<file path="src/rtl/send_queue_if.sv">
// ---------------------------------------------------------------------------
// Module  : send_queue_if
// Purpose : GameControl push port and inter-board Request/Ack wire bundle.
// Rev     : 1.0  initial release
// ---------------------------------------------------------------------------
`default_nettype none

interface send_queue_if #(
  parameter int DATA_W = 6,
  parameter int FIELDS = 2,
  parameter int DEPTH  = 4
);
  logic                       ctrl_en;
  logic [FIELDS*DATA_W-1:0]   ctrl_msg;
  logic                       ctrl_ready;
  logic [$clog2(DEPTH):0]     q_count;
  logic                       Ack_in;
  logic                       Request_out;
  logic [DATA_W-1:0]          inter_data_out;
  logic                       tx_done;
  logic                       tx_err;

  modport master (
    output ctrl_en, ctrl_msg, Ack_in,
    input  ctrl_ready, q_count, Request_out, inter_data_out, tx_done, tx_err
  );

  modport slave (
    input  ctrl_en, ctrl_msg, Ack_in,
    output ctrl_ready, q_count, Request_out, inter_data_out, tx_done, tx_err
  );
endinterface

`default_nettype wire

</file>
<file path="src/rtl/send_queue.sv">
// ---------------------------------------------------------------------------
// Module  : send_queue
// Purpose : Queued multi-field message transmitter on a 4-phase Request/Ack
//           handshake with optional Ack-timeout abort.
// Rev     : 1.0  initial release
// ---------------------------------------------------------------------------
`default_nettype none

module send_queue #(
  parameter int DATA_W  = 6,
  parameter int FIELDS  = 2,
  parameter int DEPTH   = 4,
  parameter int TIMEOUT = 0
) (
  input  wire logic     clk,
  input  wire logic     rst,
  input  wire logic     interboard_rst,
  send_queue_if.slave   bus
);

  localparam int          c_PTR_W  = $clog2(DEPTH);
  localparam int          c_MSG_W  = FIELDS * DATA_W;
  localparam int          c_IDX_W  = (FIELDS > 1) ? $clog2(FIELDS) : 1;
  localparam int          c_TCNT_W = $clog2(TIMEOUT + 2);
  localparam int unsigned c_TLIM   = (TIMEOUT > 0) ? TIMEOUT - 1 : 0;
  localparam logic [c_IDX_W-1:0] c_LAST  = c_IDX_W'(FIELDS - 1);
  localparam logic [c_PTR_W:0]   c_DEPTH = (c_PTR_W + 1)'(DEPTH);

  typedef enum logic [2:0] {
    S_IDLE   = 3'd0,
    S_REQ    = 3'd1,
    S_ACK_DN = 3'd2,
    S_DONE   = 3'd3,
    S_ERR    = 3'd4
  } state_t;

  state_t               r_state;
  state_t               w_next;

  logic [c_MSG_W-1:0]   r_mem [DEPTH];
  logic [c_PTR_W-1:0]   r_wr_ptr;
  logic [c_PTR_W-1:0]   r_rd_ptr;
  logic [c_PTR_W:0]     r_count;
  logic [c_MSG_W-1:0]   r_shift;
  logic [DATA_W-1:0]    r_data;
  logic [c_IDX_W-1:0]   r_idx;
  logic [c_TCNT_W-1:0]  r_tcnt;

  logic                 w_full;
  logic                 w_empty;
  logic                 w_push;
  logic                 w_pop;
  logic                 w_advance;
  logic                 w_tmo;
  logic [c_MSG_W-1:0]   w_head;

  assign w_full  = (r_count == c_DEPTH);
  assign w_empty = (r_count == '0);
  // Full is judged on the registered count, so a same-cycle pop never frees a slot.
  assign w_push  = bus.ctrl_en && !w_full;
  assign w_tmo   = (TIMEOUT > 0) && (r_tcnt == c_TCNT_W'(c_TLIM));
  assign w_head  = r_mem[r_rd_ptr];

  always_comb begin
    w_next    = r_state;
    w_pop     = 1'b0;
    w_advance = 1'b0;
    case (r_state)
      S_IDLE: begin
        if (!w_empty) begin
          w_pop  = 1'b1;
          w_next = S_REQ;
        end
      end
      S_REQ: begin
        if (bus.Ack_in)  w_next = S_ACK_DN;
        else if (w_tmo)  w_next = S_ERR;
      end
      S_ACK_DN: begin
        if (!bus.Ack_in) begin
          if (r_idx == c_LAST) begin
            w_next = S_DONE;
          end else begin
            w_advance = 1'b1;
            w_next    = S_REQ;
          end
        end else if (w_tmo) begin
          w_next = S_ERR;
        end
      end
      S_DONE:  w_next = S_IDLE;
      S_ERR:   w_next = S_IDLE;
      default: w_next = S_IDLE;
    endcase
  end

  always_ff @(posedge clk or negedge rst) begin
    if (!rst) begin
      r_state <= S_IDLE;
    end else if (interboard_rst) begin
      r_state <= S_IDLE;
    end else begin
      r_state <= w_next;
    end
  end

  always_ff @(posedge clk) begin
    if (w_push) begin
      r_mem[r_wr_ptr] <= bus.ctrl_msg;
    end
  end

  always_ff @(posedge clk or negedge rst) begin
    if (!rst) begin
      r_wr_ptr <= '0;
      r_rd_ptr <= '0;
      r_count  <= '0;
      r_shift  <= '0;
      r_data   <= '0;
      r_idx    <= '0;
      r_tcnt   <= '0;
    end else if (interboard_rst) begin
      r_wr_ptr <= '0;
      r_rd_ptr <= '0;
      r_count  <= '0;
      r_shift  <= '0;
      r_data   <= '0;
      r_idx    <= '0;
      r_tcnt   <= '0;
    end else begin
      if (w_push) r_wr_ptr <= r_wr_ptr + 1'b1;
      if (w_pop)  r_rd_ptr <= r_rd_ptr + 1'b1;
      case ({w_push, w_pop})
        2'b10:   r_count <= r_count + 1'b1;
        2'b01:   r_count <= r_count - 1'b1;
        default: r_count <= r_count;
      endcase

      // Fields leave LSB-first; the shifter holds the not-yet-sent remainder.
      if (w_pop) begin
        r_data  <= w_head[DATA_W-1:0];
        r_shift <= w_head >> DATA_W;
        r_idx   <= '0;
      end else if (w_advance) begin
        r_data  <= r_shift[DATA_W-1:0];
        r_shift <= r_shift >> DATA_W;
        r_idx   <= r_idx + 1'b1;
      end

      if (w_next != r_state) r_tcnt <= '0;
      else                   r_tcnt <= r_tcnt + 1'b1;
    end
  end

  assign bus.ctrl_ready     = !w_full;
  assign bus.q_count        = r_count;
  assign bus.Request_out    = (r_state == S_REQ);
  assign bus.inter_data_out = r_data;
  assign bus.tx_done        = (r_state == S_DONE);
  assign bus.tx_err         = (r_state == S_ERR);

endmodule

`default_nettype wire

</file>
<file path="src/flat_wrapper.sv">
// flat-port wrapper written by rule: the top's interface ports become plain ports
module send_queue_flat 
#(
  parameter int DATA_W  = 6,
  parameter int FIELDS  = 2,
  parameter int DEPTH   = 4,
  parameter int TIMEOUT = 0
)
  (clk, rst, interboard_rst, bus_ctrl_en, bus_ctrl_msg, bus_Ack_in, bus_ctrl_ready, bus_q_count, bus_Request_out, bus_inter_data_out, bus_tx_done, bus_tx_err);
  send_queue_if #(.DATA_W(DATA_W), .FIELDS(FIELDS), .DEPTH(DEPTH)) bus_i ();
  input  wire logic clk;
  input  wire logic rst;
  input  wire logic interboard_rst;
  input wire logic [$bits(bus_i.ctrl_en)-1:0] bus_ctrl_en;
  input wire logic [$bits(bus_i.ctrl_msg)-1:0] bus_ctrl_msg;
  input wire logic [$bits(bus_i.Ack_in)-1:0] bus_Ack_in;
  output wire logic [$bits(bus_i.ctrl_ready)-1:0] bus_ctrl_ready;
  output wire logic [$bits(bus_i.q_count)-1:0] bus_q_count;
  output wire logic [$bits(bus_i.Request_out)-1:0] bus_Request_out;
  output wire logic [$bits(bus_i.inter_data_out)-1:0] bus_inter_data_out;
  output wire logic [$bits(bus_i.tx_done)-1:0] bus_tx_done;
  output wire logic [$bits(bus_i.tx_err)-1:0] bus_tx_err;
  assign bus_i.ctrl_en = bus_ctrl_en;
  assign bus_i.ctrl_msg = bus_ctrl_msg;
  assign bus_i.Ack_in = bus_Ack_in;
  assign bus_ctrl_ready = bus_i.ctrl_ready;
  assign bus_q_count = bus_i.q_count;
  assign bus_Request_out = bus_i.Request_out;
  assign bus_inter_data_out = bus_i.inter_data_out;
  assign bus_tx_done = bus_i.tx_done;
  assign bus_tx_err = bus_i.tx_err;
  send_queue #(.DATA_W(DATA_W), .FIELDS(FIELDS), .DEPTH(DEPTH), .TIMEOUT(TIMEOUT)) u_core (.clk(clk), .rst(rst), .interboard_rst(interboard_rst), .bus(bus_i));
endmodule
</file>
<file path="config.mk">
export PLATFORM = sky130hd
export DESIGN_NAME = send_queue_flat
export DESIGN_NICKNAME = d
export VERILOG_FILES = /design/src/rtl/send_queue_if.sv /design/src/rtl/send_queue.sv /design/src/flat_wrapper.sv
export SDC_FILE = /design/constraint.sdc
export NUM_CORES = 1
export LEC_CHECK = 0
export ABC_AREA = 1
export BUFFER_PORTS_ARGS = -buffer_cell sky130_fd_sc_hd__buf_4
export CAP_MARGIN = 20
export CORE_ASPECT_RATIO = 1.4
export CORE_MARGIN = 2
export CORE_UTILIZATION = 26
export CTS_BUF_LIST = sky130_fd_sc_hd__clkbuf_16
export DETAILED_ROUTE_END_ITERATION = 16
export SLEW_MARGIN = 20
export SYNTH_ARGS = -nofsm -noshare
export SYNTH_HDL_FRONTEND = slang
export SYNTH_SLANG_ARGS = --single-unit
</file>
<file path="constraint.sdc">
create_clock -name clk -period 5.2 [get_ports clk]
set_clock_uncertainty 0.15 [all_clocks]
set_input_delay 1.04 -clock clk [delete_from_list [all_inputs] [get_ports clk]]
set_output_delay 1.04 -clock clk [all_outputs]
set_load 0.01 [all_outputs]
</file>
Word level (Yosys, flattened, before mapping)

Memories as Yosys holds them, arrays and structs flattened.
Cells that the tools add are included.

Word-level logic and storage cells: 60
Memories: 1
Memory bits (writable): 48
Bits in read-only memories: 0
Flip-flop bits (word level): 29
Latch bits: 0
Input port bits: 17

Bitwise gates (word level): 0
Magnitude comparators: 0
Shifts and indexed selects: 0
Divide/modulo/power cells: 0
Reductions and logical operators: 9
Add/subtract/negate cells: 5
Equal/unequal tests: 10
$mul: 0
Muxes and demuxes: 28

Memories:

| memory       | depth | width | read ports | clocked after memory_dff | wr ports | RTL line         | source |
|---|---|---|---|---|---|---|---|
| u_core.r_mem | 4     | 12    | 1          | 0                        | 1        | send_queue.sv:40 | `logic [c_MSG_W-1:0] r_mem [DEPTH];` |

Operators by type and width:

| kind                                                | number |
|---|---|
| two-way mux 12 bit                                  | 3 |
| two-way mux 6 bit                                   | 3 |
| two-way mux 3 bit                                   | 5 |
| two-way mux 1 bit                                   | 10 |
| two-way mux 2 bit                                   | 5 |
| inequality test 3 bit, second input constant        | 3 |
| one-hot mux 3 bit (3 select lines)                  | 1 |
| equality test 3 x 2 -> 1 bit, second input constant | 2 |
| equality test 3 bit, second input constant          | 2 |
| logical NOT 3 bit                                   | 2 |
| one-hot mux 3 bit (2 select lines)                  | 1 |
| nonzero test 3 bit                                  | 2 |
| adder 2 x 1 -> 2 bit, second input constant         | 2 |
| nonzero test 2 bit                                  | 2 |
| adder 3 x 1 -> 3 bit, second input constant         | 1 |
| equality test 3 x 1 -> 1 bit, second input constant | 1 |
| AND reduction 3 bit                                 | 1 |
| subtractor 3 x 1 -> 3 bit, second input constant    | 1 |
| equality test 2 x 1 -> 1 bit, second input constant | 1 |
| equality test 2 bit, second input constant          | 1 |
| adder 1 bit, second input constant                  | 1 |
| logical AND 1 bit                                   | 1 |
| logical NOT 1 bit                                   | 1 |

Longest topological paths before layout

Gate-level depths: netlist of run 1.

Depth in word-level cells: 6
Gate-level depth with buffers: 12
Depth with buffers taken out: 12

Worst setup path after synthesis of run 1

OpenSTA, ideal clock, no wires.

Path type: input to register
From: input bus_ctrl_en
To: register u_core.r_count[2], in the netlist u_core.bus.q_count[2]
Setup time: 0.117 ns
Setup slack: 2.889 ns
Data required time: 4.933 ns
Stages: 10
Arrival: 2.044 ns
Cell sequence: nand2_4 > nand2_4 > inv_1 > fa_1 > xnor2_1 > inv_1 > nand2_1 > nand2_1 > nand3_1 > nand2_1

Longest elaborated chain between the ends: 4
Elaborated cells between the ends (all ways): 6
Those cells by class: 2 x eq/ne; 2 x mux; 2 x reduce/logical

Ends and longest elaborated chain:

| item                                                                | RTL line           | source |
|---|---|---|
| start, declared                                                     | flat_wrapper.sv:14 | `input wire logic [$bits(bus_i.ctrl_en)-1:0] bus_ctrl_en;` |
| logical AND 1 bit (*)                                               | send_queue.sv:60   | `assign w_push = bus.ctrl_en && !w_full;` |
| equality test 2 x 1 -> 1 bit or equality test 2 bit (tied branches) | send_queue.sv:133  | `case ({w_push, w_pop})` |
| one-hot mux 3 bit (2 select lines)                                  | send_queue.sv:133  |  |
| two-way mux 3 bit                                                   | send_queue.sv:122  | `end else if (interboard_rst) begin` |
| end signal, assigned                                                | send_queue.sv:134  | `2'b10: r_count <= r_count + 1'b1;` |
| end signal, assigned                                                | send_queue.sv:135  | `2'b01: r_count <= r_count - 1'b1;` |
| end signal, assigned                                                | send_queue.sv:136  | `default: r_count <= r_count;` |
| end, declared                                                       | send_queue.sv:43   | `logic [c_PTR_W:0] r_count;` |

Every way passes the cells marked *; elsewhere a longest branch is shown, timed or not.
A chain may end at the register's enable or synchronous reset.

Worst setup path after layout of run 1

From: register u_core.r_count[0], in the netlist u_core.bus.q_count[0]
To: output bus_ctrl_ready

Longest elaborated chain between the ends: 2

Ends and longest elaborated chain:

| item                | RTL line           | source |
|---|---|---|
| equality test 3 bit | send_queue.sv:57   | `assign w_full = (r_count == c_DEPTH);` |
| logical NOT 1 bit   | send_queue.sv:155  | `assign bus.ctrl_ready = !w_full;` |
| end, declared       | flat_wrapper.sv:17 | `output wire logic [$bits(bus_i.ctrl_ready)-1:0] bus_ctrl_ready;` |

Every way passes these cells.

==> results of run 1 <==
[power groups by stage]
stage / registers [µW] / clock network, µW / logic, µW
finish: 788 / 635 / 555
global route: 804 / 671 / 634
CTS: 791 / 650 / 562
detailed placement: 802 / 0 / 559
global placement: 799 / 0 / 549
floorplan: 767 / 0 / 429
[state kept, by name, indices dropped and copies added (netlist names)]
register and flops:
u_core.r_shift 6, u_core.r_wr_ptr 2, u_core.bus.q_count 3, u_core.r_state 2
u_core.r_mem 48, u_core.bus.inter_data_out 6, u_core.r_idx 1, u_core.r_rd_ptr 2
[synth_stat cells]
cell and n:
nand2_1 74, edfxtp_1 48, nand3_1 43, dfrtp_1 22
inv_1 14, nor2_1 10, o21ai_0 10, a21oi_2 6
inv_2 6, nand2_4 5, a21oi_1 4, buf_2 4
ha_1 4, nor2_2 4, clkbuf_1 3, nand2_2 3
inv_4 2, nand3_2 2, o21ai_1 2, a21oi_4 1
buf_4 1, buf_6 1, conb_1 1, fa_1 1
nand2_8 1, nor2_8 1, nor3_1 1, xnor2_1 1
[layout by cell type, fill, tap and decap left out]
master     instances
a21oi_1            4
a21oi_2            6
a21oi_4            1
buf_4             29
bufinv_16          2
clkbuf_16          9
clkinv_1           1
clkinv_2           1
clkinv_4           2
conb_1             1
dfrtp_1           22
edfxtp_1          48
fa_1               1
ha_1               4
inv_1             15
inv_2              6
inv_4              2
nand2_1           74
nand2_2            3
nand2_4            5
nand2_8            1
nand3_1           43
nand3_2            2
nor2_1             7
nor2_2             7
nor2_8             1
nor3_1             1
o21ai_0           10
o21ai_1            2
xnor2_1            1
[worst register-to-register path, delay by kind of cell, from the launching register on]
kind | cells | cell delay [ns]
DFF | 1 | 0.45
buffers and inverters | 2 | 0.11
and+or+nand+nor | 6 | 0.58
xor gates and xnor gates | 1 | 0.22
AOI/OAI and AO/OA | 1 | 0.15
adders and majority gates | 1 | 0.38
[worst max path at each step]
stage / endpoint / slack [ns] / start / cells past startpoint
finish: bus_ctrl_ready / 2.71 / u_core.bus.q_count[0] / 3
global route: bus_ctrl_ready / 2.65 / u_core.bus.q_count[0] / 3
CTS: bus_ctrl_ready / 2.68 / u_core.bus.q_count[0] / 3
detailed placement: u_core.r_mem[2][7] / 2.54 / bus_ctrl_en / 3
global placement: u_core.r_mem[2][10] / 2.58 / bus_ctrl_en / 3
floorplan: u_core.bus.q_count[2] / 2.89 / bus_ctrl_en / 10
[final cells by class]
type                       count  share of cell area
clock inverter                 7             0.02417
tap                          144             0.04834
clock buffer                   9             0.06042
multi-input combinational    174              0.2508
sequential                    70              0.5344
inverter                      22             0.02350
timing repair buffer          29             0.05841
[per-stage QoR]
step                      setup WS (ns)    util  instances  hold slack [ns]
after global routing              2.648  0.3271        455           0.3533
after detailed placement          2.544  0.2981        438           0.3076
after floorplan                   2.889       -        275           0.2867
final                             2.706  0.3271        455           0.3171
after CTS                         2.675  0.3258        454           0.3220
after global placement            2.581  0.2981        438           0.3056
[kinds of logic after synthesis]
kind of cell	after synthesis
AND/OR/NAND/NOR	144
flip-flops	70
buffers and inverters	31
AO/OA/AOI/OAI	23
adder cells (fa/ha/maj)	5
other	1
XOR/XNOR	1
[metal layers]
layer	track usage	vias up	wire, µm
li1	-	993	-
met2	0.1620	32	2956
met4	0.07619	0	203
met3	0.01715	11	177
met5	0	-	0
met1	0.1171	889	2423
==> reports/qor.csv, run 1 <==
stage,metric,value,unit
run_status,status,"complete, no violations",
cts,# H-tree levels,3,
placed_design,routability congestion estimate,0.7358,
placed_design,Port Buffers,28,
cts,"CTS clk-pin slew, worst paths",0.06,ns
global_routing,largest net degree at the start of global routing,27,
pwr,VDD IR-drop max,0.1655,mV
floorplan,Initial Utilization,0.2682,
cts,root buf cell,clkbuf_16,
cts,post-CTS resize count,0,
global_routing,first-pass GRT wire length,9556,µm
synthesis,adder-cell share of the synthesized area,0.02292,
pwr,Final Power,1979,µW
synthesis,syn_nets,297,
synthesis,multiplexer share of the synthesized area,0,
hold_path,hold depth,2,
hold_path,Hold Startpoint,u_core.r_shift[1],
cts,cts hold-fix bufs,0,
synthesis,"Cell Area, Synth",0.003057,mm²
critical_path,Worst setup SP type,flop,
critical_path,crit path max-delay cell type,dfrtp_1,
finish,share of layout cells above drive strength 1,0.2476,
synthesis,Syn Area/Cell,11.12,µm²
critical_path,reg2reg end,u_core.bus.q_count[2],
cts,clock tree sinks,70,
sta,final hold violations,0,
floorplan,die area,0.01265,mm²
synthesis,Synth area leader,edfxtp_1,
detailed_routing,Post-DRT Antenna Nets,0,
synthesis,Yosys top cell area share,0.4716,
synthesis,Yosys cell types,28,
critical_path,worst-path cell chain,nor2_2 > nand2_2 > buf_4,
hold_path,Hold Crit Class,reg2reg,
sta,Setup TNS,0,ns
global_routing,initial antenna violation count,0,
pwr,clock share of power,0.321,
synthesis,post-synthesis sequential area ratio,0.6517,
critical_path,critical path class,reg2out,
cts,# Post-CTS Setup Buffers,0,
pwr,Leak,0.001539,µW
critical_path,"CP delay by family, top",flip-flops,
synthesis,Synth area leaders,"edfxtp_1 (47%), dfrtp_1 (18%), nand2_1 (9.1%), nand3_1 (7.0%), nand2_4 (1.8%)",
synthesis,Simple-Gate Fraction of Synth Area,0.2276,
sta,min Tclk post-route,2.494,ns
critical_path,worst reg-to-reg path cell count,11,
pwr,Seq pwr share,0.398,
floorplan,core area,0.01140,mm²
pwr,switch share,0.3323,
synthesis,Yosys reg bits,70,
cts,Worst-Skew Late Latency,0.33,ns
critical_path,CP Capture Type,output port,
pwr,combinational share of power,0.281,
detailed_routing,vias per std cell,4.231,
critical_path,WP data arrival,1.30,ns
critical_path,"Req. time, crit path",4.01,ns
sta,Tcrit/Tclk final,0.4795,
floorplan,die width,95.64,µm
finish,register area,0.001992,mm²
floorplan,Site Rows,46,
hold_path,Hold Path Sink,u_core.r_shift[1],
finish,Antenna diodes,0,
pwr,switching component of the power,657.6,µW
critical_path,CP max FO,5,
detailed_routing,Post-Route WL,5761,µm
placed_design,post-DP HPWL,4080,µm
finish,Multi-input gate area,934.6,µm²
finish,FILL cells,1152,
global_routing,Total Routing Usage GR,0.1008,
cts,CTS Buffer Depth,2,
sta,"Slew Viols, Final",0,
synthesis,complex-gate fraction of the synthesized area,0.04871,
sta,headroom to the max-slew limit,0.4447,
critical_path,Max stage delay on crit path,0.45,ns
critical_path,Worst R2R Start,u_core.bus.q_count[0],
synthesis,post-synthesis xor/xnor area fraction,0.002865,
detailed_routing,Starting DRT DRC Count,90,
finish,nets@finish,328,
pwr,pwr dens,530.9,mW/mm²
detailed_routing,DRC viols,0,
global_routing,remaining global-route overflow,0,
synthesis,Yosys warning count,0,
run,MaxCap Viol Count,0,
detailed_routing,first drt pass iteration count,4,
finish,fin area,0.003727,mm²
critical_path,R2R setup slack,3.06,ns
floorplan,overall die height,132.3,µm
cts,CTS tree,yes,
placed_design,Post-DP Area,0.003397,mm²
sta,f_max,401.0,MHz
detailed_routing,via count,1925,
detailed_routing,WL/cell,12.66,µm
sta,Least-Margin Pin Slew,0.8329,ns
global_routing,vias in the first global route,1946,
sta,RSZ-0062 raised after global routing,false,
critical_path,Critical path buffers and inverters,1,
floorplan,num ports,30,
sta,setup violators final,0,
synthesis,Gate Count Post-Synth,275,
synthesis,combinational family with the most area after synthesis,simple AND/OR/NAND/NOR gates,
pwr,Internal,1321,µW
finish,P&R area growth vs syn,21.94,%
cts,Inserted Clock Buffers,9,
No activity file was read; power rests on OpenSTA's default activity.
==> run 2: changes to the inputs <==
==> constraint.sdc (replaced) <==
create_clock -name clk -period 2.1 [get_ports clk]
set_clock_uncertainty 0.15 [all_clocks]
set_input_delay 0.42 -clock clk [delete_from_list [all_inputs] [get_ports clk]]
set_output_delay 0.42 -clock clk [all_outputs]
set_load 0.01 [all_outputs]
==> run 2 against run 1 <==
Against the previous run:
- sequential cell count is the same
- worst setup slack lost 2.6 ns
- largest cell class unchanged
- first-iteration DRC count grew 8.9%
==> reports/qor.csv, run 2 (synthesis results as in run 1) <==
stage,metric,value,unit
floorplan,core area,0.01140,mm²
placed_design,post-DP HPWL,4171,µm
sta,Setup TNS,0,ns
detailed_routing,via count,1992,
critical_path,WP data arrival,2.03,ns
global_routing,initial antenna violation count,0,
sta,f_max,509.3,MHz
critical_path,CP max FO,8,
critical_path,"Req. time, crit path",2.17,ns
global_routing,remaining global-route overflow,0,
critical_path,crit path max-delay cell type,dfrtp_2,
critical_path,Critical path buffers and inverters,2,
floorplan,Initial Utilization,0.2682,
finish,"most common cell after layout, fill and taps aside",nand2_1,
floorplan,overall die height,132.3,µm
pwr,Leak,0.001566,µW
pwr,pwr dens,1298,mW/mm²
run_status,status,"complete, no violations",
critical_path,"Top cell by count, worst path",nand2_1,
sta,RSZ-0062 raised after global routing,false,
global_routing,vias in the first global route,2037,
finish,share of layout cells above drive strength 1,0.2602,
sta,Least-Margin Pin Slew,0.5091,ns
global_routing,first-pass GRT wire length,9970,µm
cts,# H-tree levels,3,
finish,largest register by flop count,u_core.r_mem,
cts,root buf cell,clkbuf_16,
detailed_routing,Starting DRT DRC Count,98,
cts,CTS Buffer Depth,2,
run,MaxCap Viol Count,0,
finish,P&R area growth vs syn,23.37,%
cts,Inserted Clock Buffers,9,
pwr,VDD IR-drop max,0.3990,mV
sta,final hold violations,0,
floorplan,num ports,30,
finish,Antenna diodes,0,
cts,CTS tree,yes,
placed_design,Port Buffers,28,
sta,min Tclk post-route,1.963,ns
detailed_routing,Post-DRT Antenna Nets,0,
sta,Fin Hold WS,0.1393,ns
critical_path,Max stage delay on crit path,0.42,ns
critical_path,worst-path cell chain,nor2_4 > nand2_2 > nand2_4 > nand2_4 > inv_1 > fa_1 > xnor2_1 > inv_1 > nand2_1 > nand2_1 > nand3_1 > nand2_1,
critical_path,CP Capture Type,flop,
floorplan,die width,95.64,µm
global_routing,Total Routing Usage GR,0.1046,
detailed_routing,WL/cell,13.03,µm
critical_path,"CP delay by family, top",simple AND/OR/NAND/NOR gates,
detailed_routing,vias per std cell,4.302,
sta,Tcrit/Tclk final,0.9349,
critical_path,Worst setup SP type,flop,
cts,Worst-Skew Late Latency,0.33,ns
finish,most frequent cells in the layout,"nand2_1 (74), edfxtp_1 (48), nand3_1 (43)",
critical_path,critical path class,reg2reg,
finish,max reg flops,48,
finish,Final Util,0.3309,
detailed_routing,DRC viols,0,
sta,headroom to the max-slew limit,0.6603,
finish,nets@finish,336,
cts,"CTS clk-pin slew, worst paths",0.06,ns
floorplan,Site Rows,46,
cts,clock tree sinks,70,
sta,"Slew Viols, Final",0,
detailed_routing,first drt pass iteration count,4,
floorplan,die area,0.01265,mm²
sta,setup violators final,0,
detailed_routing,Post-Route WL,6034,µm
hold_path,Hold Crit Class,in2reg,
placed_design,routability congestion estimate,0.7334,
global_routing,largest net degree at the start of global routing,27,
## run 2: final cells by class
| type | count | area, µm² |
|---|---|---|
| well taps | 144 | 180.2 |
| repair buffers | 37 | 280.3 |
| fillers | 1152 | 7625 |
| clock inverters | 7 | 72.57 |
| flip-flops and latches | 70 | 1993 |
| inverters | 22 | 87.58 |
| clock buffers | 9 | 225.2 |
| multi-input cells | 174 | 932.1 |
## run 2: per-layer routing
layer  wire length (µm)  vias to the layer above  GRT usage
li1                   -                      999          -
met1               2493                      944     0.1172
met2               3130                       34     0.1756
met3                215                       15    0.02802
met4                195                        0    0.05873
met5                  0                        -          0
## run 2: metrics by stage
stage	setup WS [ns]	cell area (µm²)	power (µW)	std cells
after floorplan	0.1094	3057	2964	275
after global placement	0.1614	3457	3406	446
after detailed placement	0.1174	3457	3449	446
after CTS	0.09449	3765	4942	463
after global routing	0.01796	3771	5220	463
final	0.1367	3771	4894	463
## run 2: power breakdown
group / leakage [µW] / switching [µW] / internal, µW
clock network: 0.000143 / 563 / 919
registers: 0.000729 / 141 / 1730
logic: 0.000694 / 977 / 565
total: 0.00157 / 1680 / 3210
## run 2: worst paths after layout
check	from	endpoint	slack (ns)	cells after the start
min in group asynchronous	rst	u_core.bus.q_count[2]	0.38	2
hold / removal	bus_ctrl_msg[7]	u_core.r_mem[0][7]	0.14	1
max in group asynchronous	rst	u_core.bus.q_count[1]	1.18	2
setup reg to reg	u_core.bus.q_count[1]	u_core.bus.q_count[2]	0.14	12
hold reg to reg	u_core.r_shift[1]	u_core.r_shift[1]	0.32	2
setup / recovery	u_core.bus.q_count[1]	u_core.bus.q_count[2]	0.14	12
## run 2: what timing repair did
action,in CTS,in global routing
gates resized for setup,0,2
setup endpoints to repair,0,1
hold buffers,1,0
setup buffers,0,0
hold endpoints to repair,22,0
==> run 3: changes to the inputs <==
--- a/config.mk
+++ b/config.mk
@@ -10,9 +10,10 @@
 export CAP_MARGIN = 20
 export CORE_ASPECT_RATIO = 1.4
 export CORE_MARGIN = 2
-export CORE_UTILIZATION = 26
+export CORE_UTILIZATION = 55
 export CTS_BUF_LIST = sky130_fd_sc_hd__clkbuf_16
 export DETAILED_ROUTE_END_ITERATION = 16
+export PLACE_DENSITY = 0.75
 export SLEW_MARGIN = 20
 export SYNTH_ARGS = -nofsm -noshare
 export SYNTH_HDL_FRONTEND = slang
==> constraint.sdc (replaced) <==
create_clock -name clk -period 2.5 [get_ports clk]
set_clock_uncertainty 0.15 [all_clocks]
set_input_delay 0.5 -clock clk [delete_from_list [all_inputs] [get_ports clk]]
set_output_delay 0.5 -clock clk [all_outputs]
set_load 0.01 [all_outputs]
==> run 3 against run 2 <==
Against the previous run:
- maximum frequency down 5.8%
- combinational power down 18%
- via count up 0.40%
- clock power down 16%
- wire length down 3.7%
- final area down 3.1%
- die area down 51%
- non-clock buffer count down 2
==> reports/qor.csv, run 3 (synthesis results as in run 1) <==
stage,metric,value,unit
run_status,status,"complete, no violations",
finish,Final Util,0.6710,
pwr,VDD IR-drop max,0.7215,mV
sta,RSZ-0062 raised after global routing,false,
finish,share of layout cells above drive strength 1,0.2524,
placed_design,routability congestion estimate,0.7361,
sta,Setup TNS,0,ns
placed_design,post-DP HPWL,3647,µm
critical_path,CP Depth,11,
cts,# Post-CTS Setup Buffers,0,
sta,Least-Margin Pin Slew,0.5191,ns
global_routing,remaining global-route overflow,0,
critical_path,reg2reg end,u_core.bus.q_count[2],
detailed_routing,Post-DRT Antenna Nets,0,
finish,largest register by flop count,u_core.r_mem,
detailed_routing,WL/cell,15.10,µm
global_routing,initial antenna violation count,0,
critical_path,worst-path cell chain,nor2_2 > a21oi_4 > nand2_4 > inv_1 > fa_1 > xnor2_1 > inv_1 > nand2_1 > nand2_1 > nand3_1 > nand2_1,
sta,headroom to the max-slew limit,0.6535,
detailed_routing,DRC viols,0,
hold_path,hold depth,1,
cts,root buf cell,clkbuf_16,
floorplan,overall die height,92.21,µm
cts,# H-tree levels,3,
cts,"CTS clk-pin slew, worst paths",0.06,ns
run,MaxCap Viol Count,0,
finish,P&R area growth vs syn,19.53,%
cts,clock tree sinks,70,
global_routing,largest net degree at the start of global routing,27,
critical_path,crit path max-delay cell type,dfrtp_1,
detailed_routing,Post-Route WL,5812,µm
finish,fin area,0.003654,mm²
floorplan,num ports,30,
critical_path,CP max FO,5,
floorplan,Initial Utilization,0.5614,
floorplan,die width,67.01,µm
critical_path,WP data arrival,2.16,ns
finish,"most common cell after layout, fill and taps aside",nand2_1,
sta,setup violators final,0,
finish,max reg flops,48,
finish,Layout Cells excl Fill,385,
sta,"Slew Viols, Final",0,
detailed_routing,Starting DRT DRC Count,148,
sta,min Tclk post-route,2.084,ns
placed_design,Port Buffers,28,
critical_path,"CP delay by family, top",simple AND/OR/NAND/NOR gates,
critical_path,"Req. time, crit path",2.57,ns
critical_path,worst setup path end,u_core.bus.q_count[2],
placed_design,dpl cells,368,
pwr,Leak,0.001552,µW
detailed_routing,via count,2000,
critical_path,Critical path buffers and inverters,2,
detailed_routing,vias per std cell,5.195,
hold_path,Hold Crit Class,in2reg,
critical_path,"Top cell by count, worst path",nand2_1,
finish,Antenna diodes,0,
detailed_routing,first drt pass iteration count,4,
critical_path,R2R setup slack,0.42,ns
cts,CTS tree,yes,
cts,Inserted Clock Buffers,9,
floorplan,die area,0.006178,mm²
global_routing,first-pass GRT wire length,9680,µm
critical_path,CP Capture Type,flop,
floorplan,Site Rows,32,
global_routing,Total Routing Usage GR,0.2188,
hold_path,Hold Startpoint,bus_ctrl_msg[5],
critical_path,Worst setup SP type,flop,
critical_path,Worst R2R Start,u_core.bus.q_count[0],
pwr,Final Power,4087,µW
cts,Worst-Skew Late Latency,0.33,ns
critical_path,worst reg-to-reg path cell count,11,
critical_path,critical path class,reg2reg,
critical_path,Max stage delay on crit path,0.44,ns
pwr,pwr dens,1119,mW/mm²
finish,nets@finish,334,
global_routing,vias in the first global route,2018,
floorplan,core area,0.005445,mm²
sta,f_max,479.8,MHz
finish,most frequent cells in the layout,"nand2_1 (74), edfxtp_1 (48), nand3_1 (43)",
critical_path,Worst Setup SP,u_core.bus.q_count[0],
cts,CTS Buffer Depth,2,
placed_design,Post-DP Area,0.003347,mm²
sta,Tcrit/Tclk final,0.8336,
sta,final hold violations,0,
==> run 3: changes by cell type in the layout (fill, tap and decap cells not counted) <==
cell        change
clkinv_4        -2
clkinvlp_4      +1
dfrtp_1         +1
nor2_2          +1
buf_4           -2
nor2_4          -1
inv_6           +1
dfrtp_2         -1
==> run 3: what timing repair did <==
item                                    in CTS  in global routing
hold buffers                                 1                  0
endpoints found under the hold margin       22                  0
gates resized for setup                      0                  0
endpoints found under the setup margin       0                  0
==> run 3: how the worst min path moves through the flow <==
stage | end | slack, ns
3_3_place_gp | u_core.bus.q_count[2] | 0.26
2_1_floorplan | u_core.bus.inter_data_out[0] | 0.05
4_1_cts | u_core.r_mem[2][8] | 0.21
5_1_grt | u_core.r_mem[2][8] | 0.21
3_5_place_dp | u_core.bus.q_count[2] | 0.26
6_report | u_core.r_mem[0][5] | 0.22
==> run 3: metal layers <==
layer | part of all wire | vias to the layer above | wire length (µm) | GRT usage
li1 | - | 995 | - | -
met3 | 0.038 | 8 | 223 | 0.03804
met4 | 0.019 | 0 | 108 | 0.1088
met5 | 0 | - | 0 | 0
met1 | 0.41 | 949 | 2386 | 0.2726
met2 | 0.53 | 48 | 3093 | 0.3597
==> run 3: metrics by stage <==
| stage | hold slack, ns | setup WS (ns) |
|---|---|---|
| after global routing | 0.2117 | 0.2275 |
| after global placement | 0.2589 | 0.4708 |
| after CTS | 0.2110 | 0.4014 |
| after detailed placement | 0.2607 | 0.4253 |
| after floorplan | 0.05441 | 0.5094 |
| final | 0.2206 | 0.4159 |
==> run 3: cell type report <==
| cell class | count | area [µm²] |
|---|---|---|
| clock inverter | 7 | 71.32 |
| fill | 428 | 1792 |
| tap | 68 | 85.08 |
| clock buffer | 9 | 225.2 |
| sequential | 70 | 1992 |
| timing repair buffer | 35 | 265.3 |
| inverter | 22 | 87.58 |
| multi-input combinational | 174 | 927.1 |
==> run 3: worst reg2reg max path, stage by stage (launching register included) <==
cell,delay [ns]
dfrtp_1,0.44
nor2_2,0.24
a21oi_4,0.14
nand2_4,0.10
inv_1,0.05
fa_1,0.37
xnor2_1,0.21
inv_1,0.06
nand2_1,0.06
nand2_1,0.05
nand3_1,0.06
nand2_1,0.05
==> run 3: report_power, final <==
| part | internal [µW] | switching [µW] | leakage, µW |
|---|---|---|---|
| logic | 445 | 812 | 0.000682 |
| registers | 1450 | 125 | 0.000730 |
| clock network | 773 | 481 | 0.000140 |
| total | 2670 | 1420 | 0.00155 |
